--- src/rtl/pdp8_bus_sched.sv ---
// Device-side sequencer for the PDP8 nibble-serial bus: decodes beat framing,
// routes each cycle to SRAM or an IOT device, and drives the CPU input nibble.
module pdp8_bus_sched #(
    parameter int                 NDEV      = 4,
    parameter int                 IDW       = 2,
    parameter logic [6*NDEV-1:0]  DEV_CODES = {6'o04, 6'o03, 6'o02, 6'o01}
) (
    input  logic                 clk_i,
    input  logic                 reset_i,
    input  logic [7:0]           bus_out_i,
    output logic [3:0]           bus_in_o,
    output logic [11:0]          mem_addr_o,
    input  logic [11:0]          mem_rdata_i,
    output logic                 mem_re_o,
    output logic                 mem_we_o,
    output logic [11:0]          mem_wdata_o,
    output logic [NDEV-1:0]      dev_sel_o,
    output logic [2:0]           dev_fn_o,
    input  logic [NDEV-1:0]      dev_ready_i,
    input  logic [NDEV-1:0]      dev_skip_i,
    input  logic [NDEV-1:0]      dev_irq_i,
    input  logic [12*NDEV-1:0]   dev_rdata_i,
    output logic                 dev_wr_o,
    output logic [IDW-1:0]       irq_id_o,
    output logic                 frame_err_o
);

    typedef enum logic [2:0] {
        ST_A0   = 3'd0,
        ST_A1   = 3'd1,
        ST_IOD0 = 3'd2,
        ST_D0   = 3'd3,
        ST_D1   = 3'd4,
        ST_D2   = 3'd5
    } state_e;

    state_e            state_q, state_d;
    logic [5:0]        lo_q, lo_d;
    logic [11:0]       mem_addr_q, mem_addr_d;
    logic              match_q, match_d;
    logic [IDW-1:0]    dev_idx_q, dev_idx_d;
    logic              io_cyc_q, io_cyc_d;
    logic              wr_q, wr_d;
    logic [11:0]       wdata_q, wdata_d;
    logic              mem_we_q, mem_we_d;
    logic              dev_wr_q, dev_wr_d;
    logic [2:0]        fn_q, fn_d;
    logic [IDW-1:0]    irq_id_q, irq_id_d;
    logic              ferr_q, ferr_d;

    logic              is_a0, is_a1, is_io, is_d0, is_d1, is_d2;
    logic              beat_ok;
    logic              acc_a0, acc_a1, acc_io, acc_d0, acc_d1, acc_d2;
    logic              mem_d0, cur_wr;
    logic              code_hit;
    logic [IDW-1:0]    code_idx;
    logic [IDW-1:0]    irq_pick;
    logic [11:0]       src_rd;
    logic [NDEV-1:0]   sel_oh;
    logic              io_phase;
    logic [3:0]        bus_in_s;
    logic              mem_re_s;

    assign is_a0 = (bus_out_i[7:6] == 2'b10);
    assign is_a1 = (bus_out_i[7:6] == 2'b11);
    assign is_io = (bus_out_i[7:5] == 3'b011) && (bus_out_i[3] == 1'b0);
    assign is_d0 = (bus_out_i[7:5] == 3'b000);
    assign is_d1 = (bus_out_i[7:5] == 3'b001);
    assign is_d2 = (bus_out_i[7:5] == 3'b010);

    // Next-state logic: any unexpected beat falls back to EXP_A0, or straight to EXP_A1 if it is an A0.
    always_comb begin
        state_d = ST_A0;
        beat_ok = 1'b0;
        case (state_q)
            ST_A0:   begin beat_ok = is_a0;         state_d = ST_A1; end
            ST_A1:   begin beat_ok = is_a1;         state_d = ST_IOD0; end
            ST_IOD0: begin beat_ok = is_io | is_d0; state_d = is_io ? ST_D0 : ST_D1; end
            ST_D0:   begin beat_ok = is_d0;         state_d = ST_D1; end
            ST_D1:   begin beat_ok = is_d1;         state_d = ST_D2; end
            ST_D2:   begin beat_ok = is_d2;         state_d = ST_A0; end
            default: begin beat_ok = 1'b0;          state_d = ST_A0; end
        endcase
        if (!beat_ok) begin
            state_d = is_a0 ? ST_A1 : ST_A0;
        end else begin
            state_d = state_d;
        end
    end

    assign acc_a0 = is_a0 && ((state_q == ST_A0) || !beat_ok);
    assign acc_a1 = beat_ok && (state_q == ST_A1);
    assign mem_d0 = (state_q == ST_IOD0) && is_d0;
    assign acc_io = beat_ok && (state_q == ST_IOD0) && is_io;
    assign acc_d0 = beat_ok && (mem_d0 || (state_q == ST_D0));
    assign acc_d1 = beat_ok && (state_q == ST_D1);
    assign acc_d2 = beat_ok && (state_q == ST_D2);
    assign cur_wr = mem_d0 ? bus_out_i[4] : wr_q;

    // Device code lookup on the latched low address; lowest index wins on duplicate codes.
    always_comb begin
        code_hit = 1'b0;
        code_idx = {IDW{1'b0}};
        for (int i = NDEV - 1; i >= 0; i--) begin
            if (lo_q == DEV_CODES[6*i +: 6]) begin
                code_hit = 1'b1;
                code_idx = IDW'(i);
            end else begin
                code_hit = code_hit;
            end
        end
    end

    // Fixed-priority interrupt pick: lowest requesting index.
    always_comb begin
        irq_pick = {IDW{1'b0}};
        for (int i = NDEV - 1; i >= 0; i--) begin
            if (dev_irq_i[i]) begin
                irq_pick = IDW'(i);
            end else begin
                irq_pick = irq_pick;
            end
        end
    end

    // Datapath next-state: address, routing, write capture and strobes.
    always_comb begin
        lo_d       = lo_q;
        mem_addr_d = mem_addr_q;
        match_d    = match_q;
        dev_idx_d  = dev_idx_q;
        io_cyc_d   = io_cyc_q;
        wr_d       = wr_q;
        wdata_d    = wdata_q;
        mem_we_d   = 1'b0;
        dev_wr_d   = 1'b0;
        fn_d       = fn_q;
        irq_id_d   = irq_id_q;
        ferr_d     = !beat_ok;

        if (!beat_ok) begin
            io_cyc_d = 1'b0;
            wr_d     = 1'b0;
        end else begin
            io_cyc_d = io_cyc_d;
        end

        if (acc_a0) begin
            lo_d     = bus_out_i[5:0];
            io_cyc_d = 1'b0;
            wr_d     = 1'b0;
            irq_id_d = (|dev_irq_i) ? irq_pick : irq_id_q;
        end else begin
            lo_d = lo_d;
        end

        if (acc_a1) begin
            mem_addr_d = {bus_out_i[5:0], lo_q};
            match_d    = code_hit;
            dev_idx_d  = code_idx;
        end else begin
            mem_addr_d = mem_addr_d;
        end

        if (acc_io) begin
            io_cyc_d = 1'b1;
            wr_d     = bus_out_i[4];
            fn_d     = bus_out_i[2:0];
        end else begin
            fn_d = fn_d;
        end

        // Write data arrives low nibble first.
        if (acc_d0) begin
            wr_d = cur_wr;
            if (cur_wr) begin
                wdata_d[3:0] = bus_out_i[3:0];
            end else begin
                wdata_d = wdata_d;
            end
        end else if (acc_d1) begin
            if (wr_q) begin
                wdata_d[7:4] = bus_out_i[3:0];
            end else begin
                wdata_d = wdata_d;
            end
        end else if (acc_d2) begin
            if (wr_q) begin
                wdata_d[11:8] = bus_out_i[3:0];
                mem_we_d      = !io_cyc_q;
                dev_wr_d      = io_cyc_q && match_q;
            end else begin
                wdata_d = wdata_d;
            end
        end else begin
            wdata_d = wdata_d;
        end
    end

    // State and datapath registers with synchronous reset.
    always_ff @(posedge clk_i) begin
        if (reset_i) begin
            state_q    <= ST_A0;
            lo_q       <= 6'd0;
            mem_addr_q <= 12'd0;
            match_q    <= 1'b0;
            dev_idx_q  <= {IDW{1'b0}};
            io_cyc_q   <= 1'b0;
            wr_q       <= 1'b0;
            wdata_q    <= 12'd0;
            mem_we_q   <= 1'b0;
            dev_wr_q   <= 1'b0;
            fn_q       <= 3'd0;
            irq_id_q   <= {IDW{1'b0}};
            ferr_q     <= 1'b0;
        end else begin
            state_q    <= state_d;
            lo_q       <= lo_d;
            mem_addr_q <= mem_addr_d;
            match_q    <= match_d;
            dev_idx_q  <= dev_idx_d;
            io_cyc_q   <= io_cyc_d;
            wr_q       <= wr_d;
            wdata_q    <= wdata_d;
            mem_we_q   <= mem_we_d;
            dev_wr_q   <= dev_wr_d;
            fn_q       <= fn_d;
            irq_id_q   <= irq_id_d;
            ferr_q     <= ferr_d;
        end
    end

    // Read source and one-hot select for the device latched at A1.
    always_comb begin
        sel_oh            = {NDEV{1'b0}};
        sel_oh[dev_idx_q] = match_q;
        if (io_cyc_q) begin
            src_rd = match_q ? dev_rdata_i[12*dev_idx_q +: 12] : 12'd0;
        end else begin
            src_rd = mem_rdata_i;
        end
    end

    // CPU input nibble, memory read enable and device-select window for the current beat.
    always_comb begin
        bus_in_s = 4'd0;
        mem_re_s = 1'b0;
        io_phase = 1'b0;
        if (reset_i) begin
            bus_in_s = 4'd0;
        end else begin
            case (state_q)
                ST_A0: bus_in_s = {3'b000, |dev_irq_i};
                ST_A1: bus_in_s = 4'd0;
                ST_IOD0: begin
                    if (is_io) begin
                        io_phase = 1'b1;
                        bus_in_s = match_q ? {2'b00, dev_skip_i[dev_idx_q], dev_ready_i[dev_idx_q]} : 4'd0;
                    end else if (is_d0 && !bus_out_i[4]) begin
                        mem_re_s = 1'b1;
                        bus_in_s = mem_rdata_i[11:8];
                    end else begin
                        bus_in_s = 4'd0;
                    end
                end
                ST_D0: begin
                    io_phase = io_cyc_q;
                    bus_in_s = wr_q ? 4'd0 : src_rd[11:8];
                end
                ST_D1: begin
                    io_phase = io_cyc_q;
                    mem_re_s = !io_cyc_q && !wr_q;
                    bus_in_s = wr_q ? 4'd0 : src_rd[7:4];
                end
                ST_D2: begin
                    io_phase = io_cyc_q;
                    mem_re_s = !io_cyc_q && !wr_q;
                    bus_in_s = wr_q ? 4'd0 : src_rd[3:0];
                end
                default: bus_in_s = 4'd0;
            endcase
        end
    end

    assign bus_in_o    = bus_in_s;
    assign mem_re_o    = mem_re_s;
    assign dev_sel_o   = io_phase ? sel_oh : {NDEV{1'b0}};
    assign mem_addr_o  = mem_addr_q;
    assign mem_we_o    = mem_we_q;
    assign mem_wdata_o = wdata_q;
    assign dev_fn_o    = fn_q;
    assign dev_wr_o    = dev_wr_q;
    assign irq_id_o    = irq_id_q;
    assign frame_err_o = ferr_q;

endmodule

--- config.mk ---
export PLATFORM = sky130hd
export DESIGN_NAME = pdp8_bus_sched
export DESIGN_NICKNAME = d
export VERILOG_FILES = /design/src/rtl/pdp8_bus_sched.sv
export SDC_FILE = /design/constraint.sdc
export NUM_CORES = 1
export LEC_CHECK = 0
export CAP_MARGIN = 40
export CORE_UTILIZATION = 46
export CTS_BUF_LIST = sky130_fd_sc_hd__clkbuf_4
export CTS_CLUSTER_DIAMETER = 120
export DETAILED_ROUTE_END_ITERATION = 12
export MAX_ROUTING_LAYER = met4
export PLACE_DENSITY = 0.88
export SYNTH_ARGS = -nofsm -noshare
export SYNTH_HDL_FRONTEND = slang
export SYNTH_SLANG_ARGS = --single-unit
--- constraint.sdc ---
create_clock -name clk_i -period 6.3 [get_ports clk_i]
set_input_delay 1.26 -clock clk_i [delete_from_list [all_inputs] [get_ports clk_i]]
set_output_delay 1.26 -clock clk_i [all_outputs]
set_load 0.02 [all_outputs]
After elaboration in Yosys (flattened, before gate mapping)

Cells that the tools add are included.
Widths: inputs -> output; s select.

Flip-flop bits (word level): 46
Input bits: 82
Output and inout bits: 41
Logic and storage cells: 122

Multipliers: 1
Magnitude comparators: 2
Equal/unequal tests: 16
Shift-type cells: 1
Muxes and demuxes: 51
Bitwise logic cells: 7
Reductions and logical operators: 29

Operators by type and width:

| operator           | number |
|---|---|
| $shiftx 48x7->12   | 1 |
| $mux 4             | 10 |
| $mux 12            | 2 |
| $pmux 4 s5         | 1 |
| $mux 1             | 19 |
| $mux 2             | 9 |
| $pmux 3 s5         | 1 |
| $logic_and 1x1->1  | 13 |
| $eq 3x2->1 const B | 4 |
| $eq 6x2->1 const B | 2 |
| $mux 8             | 1 |
| $eq 3x1->1 const B | 2 |
| $eq 3x3->1 const B | 2 |
| $eq 6x1->1 const B | 1 |
| $eq 6x3->1 const B | 1 |
| $logic_not 3->1    | 2 |
| $mux 3             | 2 |
| $pmux 1 s6         | 1 |
| $not 1->1          | 5 |
| $reduce_or 5->1    | 1 |
| $and 4x4->4        | 1 |
| $bmux 1 s2         | 2 |
| $eq 2x2->1 const B | 2 |
| $logic_not 1->1    | 4 |
| other kinds (15)   | 18 |

Logic depth before layout (Yosys ltp)

Depth after elaboration: 10
Depth in mapped cells: 7
Depth with buffers taken out: 5

Worst setup path before layout

No wires, ideal clock.

Path type: input to output
Start point: input port bus_out_i[7]
End point: output port dev_sel_o[0]
Arrival time: 2.827 ns
Required time: 5.040 ns
Path slack: 2.213 ns
Stages on the path: 6
Buffers on the path: 2
Cell sequence: buf_4 nor4b_4 nand3_1 buf_2 a211oi_2 nor3b_1

Cells in the longest elaborated chain, start to end: 6

RTL lines:

| what              | line | text |
|---|---|---|
| start, declared   | 10   | `input logic [7:0] bus_out_i,` |
| $eq 3x2->1        | 66   | `assign is_io = (bus_out_i[7:5] == 3'b011) && (bus_out_i[3] == 1'b0);` |
| $logic_and 1x1->1 | 66   |  |
| $mux 1            | 256  | `if (is_io) begin` |
| $pmux 1 s2        | 252  | `case (state_q)` |
| $mux 1            | 249  | `if (reset_i) begin` |
| $mux 4            | 287  | `assign dev_sel_o = io_phase ? sel_oh : {NDEV{1'b0}};` |
| end, declared     | 17   | `output logic [NDEV-1:0] dev_sel_o,` |

Every way passes these cells.

Final worst setup path

Same ends and word-level chain as after synthesis.

==> impl_metrics.ini <==
[detailed_routing]
drt-initial-drc-count = 322
drt-total-wl_mm = 8.44
drc = 0
dr.pass1.iters = 5
vias_per_cell = 5.69
num_vias = 2753
ant_nets = 0
drt-wirelength-per-cell_um = 17.4

[global_route]
grt_pass1_wl_mm = 13.0
overflow = 0
grt.met3_usage_pct = 4.53
use_met1_pct = 36.5
grt_pass1_vias = 2648
gr-usage-all-layers_pct = 28.3
grt_max_degree = 55
use_met2_pct = 44.6
antenna_found_initial = 0
grt_most_used_layer = met2

[sta]
setup_viol = 0
worst-slew-pin-transition_ns = 0.882
worst_clock_skew_ns = 0.00428
setup_tns_ns = 0
hold_violations = 0
final_max_slew_viol_count = 0
slew_headroom_pct = 41.2
finalCriticalPeriod_ns = 5.30
rsz0062_at_grt = false
fin_crit_sh_pct = 84.2
max_freq_mhz = 189
fin_hold_ws_ns = 0.469

[floorplanning]
floorplan.initialDensity_pct = 48.4
die_h_um = 78.6
dieArea_um2 = 6180
coreArea_um2 = 5570
ios = 123
rows = 27
fp.dieW_um = 78.6

[logic_synthesis]
yosys.area_share.simple_pct = 25.1
synth_compound_area_share_pct = 17.3
synthXorXnorAreaFrac_pct = 0.649
yosys_register_bits = 46
synth_fa_ha_area_share_pct = 0
async_flop_share_pct = 0
synth_nets = 388
synthDistinctLibCells = 49
syn_area_um2 = 2700
avgSynthCellArea_um2 = 8.82
ys_seq_area_share_pct = 34.1
synthCells = 306
synthMuxAreaShare_pct = 18.2
synth_ff_type = dfxtp_1
synth_edf_count = 0
ys_warn_count = 0
synth_top_family_by_area = simple AND/OR/NAND/NOR gates

[pwr]
p_leak_nw = 1.37
p_seq_share_pct = 51.2
switching_share_pct = 24.4
p_switching_mw = 0.145
p_int_mw = 0.447
finalPower_mw = 0.592
powerDensity_nw_per_um2 = 149
vdd_drop_max_mv = 0.124
clkPwrFrac_pct = 29.1
combinationalPowerShare_pct = 19.7

[final_layout]
diodes = 0
area_delta_synth_final_pct = 47.5
utilization_pct = 71.4
fillerInstances = 419
final_nets = 494
drive_above_1_share_pct = 9.95

[cts]
clk_pin_slew_ns = 0.12
cts.sinks = 46
cts.repair.resized = 0
clkLatencyLatePin_ns = 0.36
cts-root-buf = clkbuf_4
clockBufferDepth = 2
cts_tree = yes
post_cts_buffers = 0
cts_hold_buf = 0
htreeDepth = 2
cts_buffers = 5

[critical_path]
r2r_slack_ns = 3.88
critPathSlowestCell = clkdlybuf4s50_1
crit_top_cell = clkdlybuf4s50_1
crit_fanout = 12
crit_type = input port to output port
path_cells = clkdlybuf4s50_1, nor4b_4, nand3_1, a211oi_2, nor3b_1, clkdlybuf4s50_1
crit_family = buffers and inverters
reg2reg_depth = 5
critical_path_arrival_ns = 4.04
cp-end-kind = output port
timing.rr.end = match_q$_SDFFE_PP0P_
crit_required_ns = 5.04
max_stage_delay_ns = 0.64
r2r_start = state_q[0]$_SDFF_PP0_
crit_buf_inv = 2
worstSetupStartpointType = input port

[status]
status = complete, no violations

[place]
gp_congestion = 0.934
io_buffer_count = 122
place_hpwl_mm = 6.56

[worst_hold_path]
worstHoldStart = mem_addr_o[8]$_SDFFE_PP0P_
hold_end = mem_addr_o[8]$_SDFFE_PP0P_
min_path_type = flip-flop to flip-flop
hold_depth = 2

[run]
max_cap_viol_count = 0
-- cells in the mapped netlist, types with 3 or more instances --
cell type   n  area share, %
nand2_1    53            7.4
dfxtp_1    46             34
a21oi_1    26            4.8
nor2_1     26            3.6
nand2b_1   20            4.6
clkbuf_1   14            1.9
mux4_2     14             12
a22oi_1    13            3.6
mux2i_1    13            4.8
buf_2       7            1.3
nor3_1      6            1.1
o21ai_0     6            1.1
nand3_1     5           0.93
nor3b_1     5            1.4
inv_1       4           0.56
mux2_2      4            1.7
nor2b_1     3           0.70
nor4_1      3           0.70
-- area by class of cell --
class	instances	area [um^2]	area share (%)
flip-flops and latches	46	921	23.1
clock buffers	5	37.5	0.943
inverters	4	15.0	0.377
multi-input cells	232	1650	41.5
well taps	72	90.1	2.26
repair buffers	123	1230	30.9
clock inverters	2	33.8	0.848
-- per-layer routing --
layer	wire length [um]	share of wire, %
met1	3520	42
met2	4250	50
met3	435	5.2
met4	231	2.7
met5	0	0
-- through the flow --
step | worst slack [ns] | cells | area [um^2]
floorplan | 2.21 | 306 | 2700
global placement | 1.10 | 476 | 3900
detailed placement | 1.03 | 477 | 3910
CTS | 0.996 | 484 | 3980
global route | 0.839 | 484 | 3980
finish | 0.997 | 484 | 3980
-- worst register-to-register path: stages, from the launching register on --
cell and delay (ns):
dfxtp_1 0.79, nand4b_1 0.27, or2_2 0.49, nor4_1 0.51, a22oi_1 0.15, nor2_1 0.13
-- cell families after synthesis --
| kind of cell | after synthesis |
|---|---|
| XOR/XNOR | 2 |
| multiplexers | 31 |
| buffers and inverters | 28 |
| AND/OR/NAND/NOR | 133 |
| AO/OA/AOI/OAI | 66 |
| flip-flops | 46 |
-- sequential cells by signal, summed over array words and instances (netlist names) --
register and count:
irq_id_o 2, io_cyc_q 1, frame_err_o 1, state_q 3, wr_q 1, dev_fn_o 3
dev_idx_q 2, lo_q 6, mem_addr_o 12, match_q 1, mem_we_o 1, mem_wdata_o 12
dev_wr_o 1
-- power groups by stage --
stage,sequential (mW),combinational (mW),clock [mW]
2_1_floorplan,0.308,0.0499,0
3_3_place_gp,0.310,0.111,0
3_5_place_dp,0.310,0.115,0
4_1_cts,0.303,0.116,0.174
5_1_grt,0.304,0.124,0.187
6_report,0.303,0.117,0.172
-- how the worst max path moves through the flow --
stage	from	endpoint	slack, ns	depth (start not counted)
finish	bus_out_i[7]	dev_sel_o[0]	1.0	6
global route	bus_out_i[7]	dev_sel_o[0]	0.84	6
CTS	bus_out_i[7]	dev_sel_o[0]	1.0	6
detailed placement	bus_out_i[7]	dev_sel_o[0]	1.03	6
global placement	bus_out_i[7]	dev_sel_o[0]	1.10	6
floorplan	bus_out_i[7]	dev_sel_o[0]	2.21	6
-- cells in the final DEF, fill, tap and decap left out, types with 5 or more instances in the layout --
cell type	count
clkbuf_4	5
nor2_1	26
mux4_2	14
nand3_1	5
o21ai_0	6
a22oi_1	13
nand2b_1	20
a21oi_1	26
nor3b_1	5
nand2_1	53
mux2i_1	13
clkdlybuf4s50_1	121
dfxtp_1	46
nor3_1	6
Power figures use the tool's default switching activity.
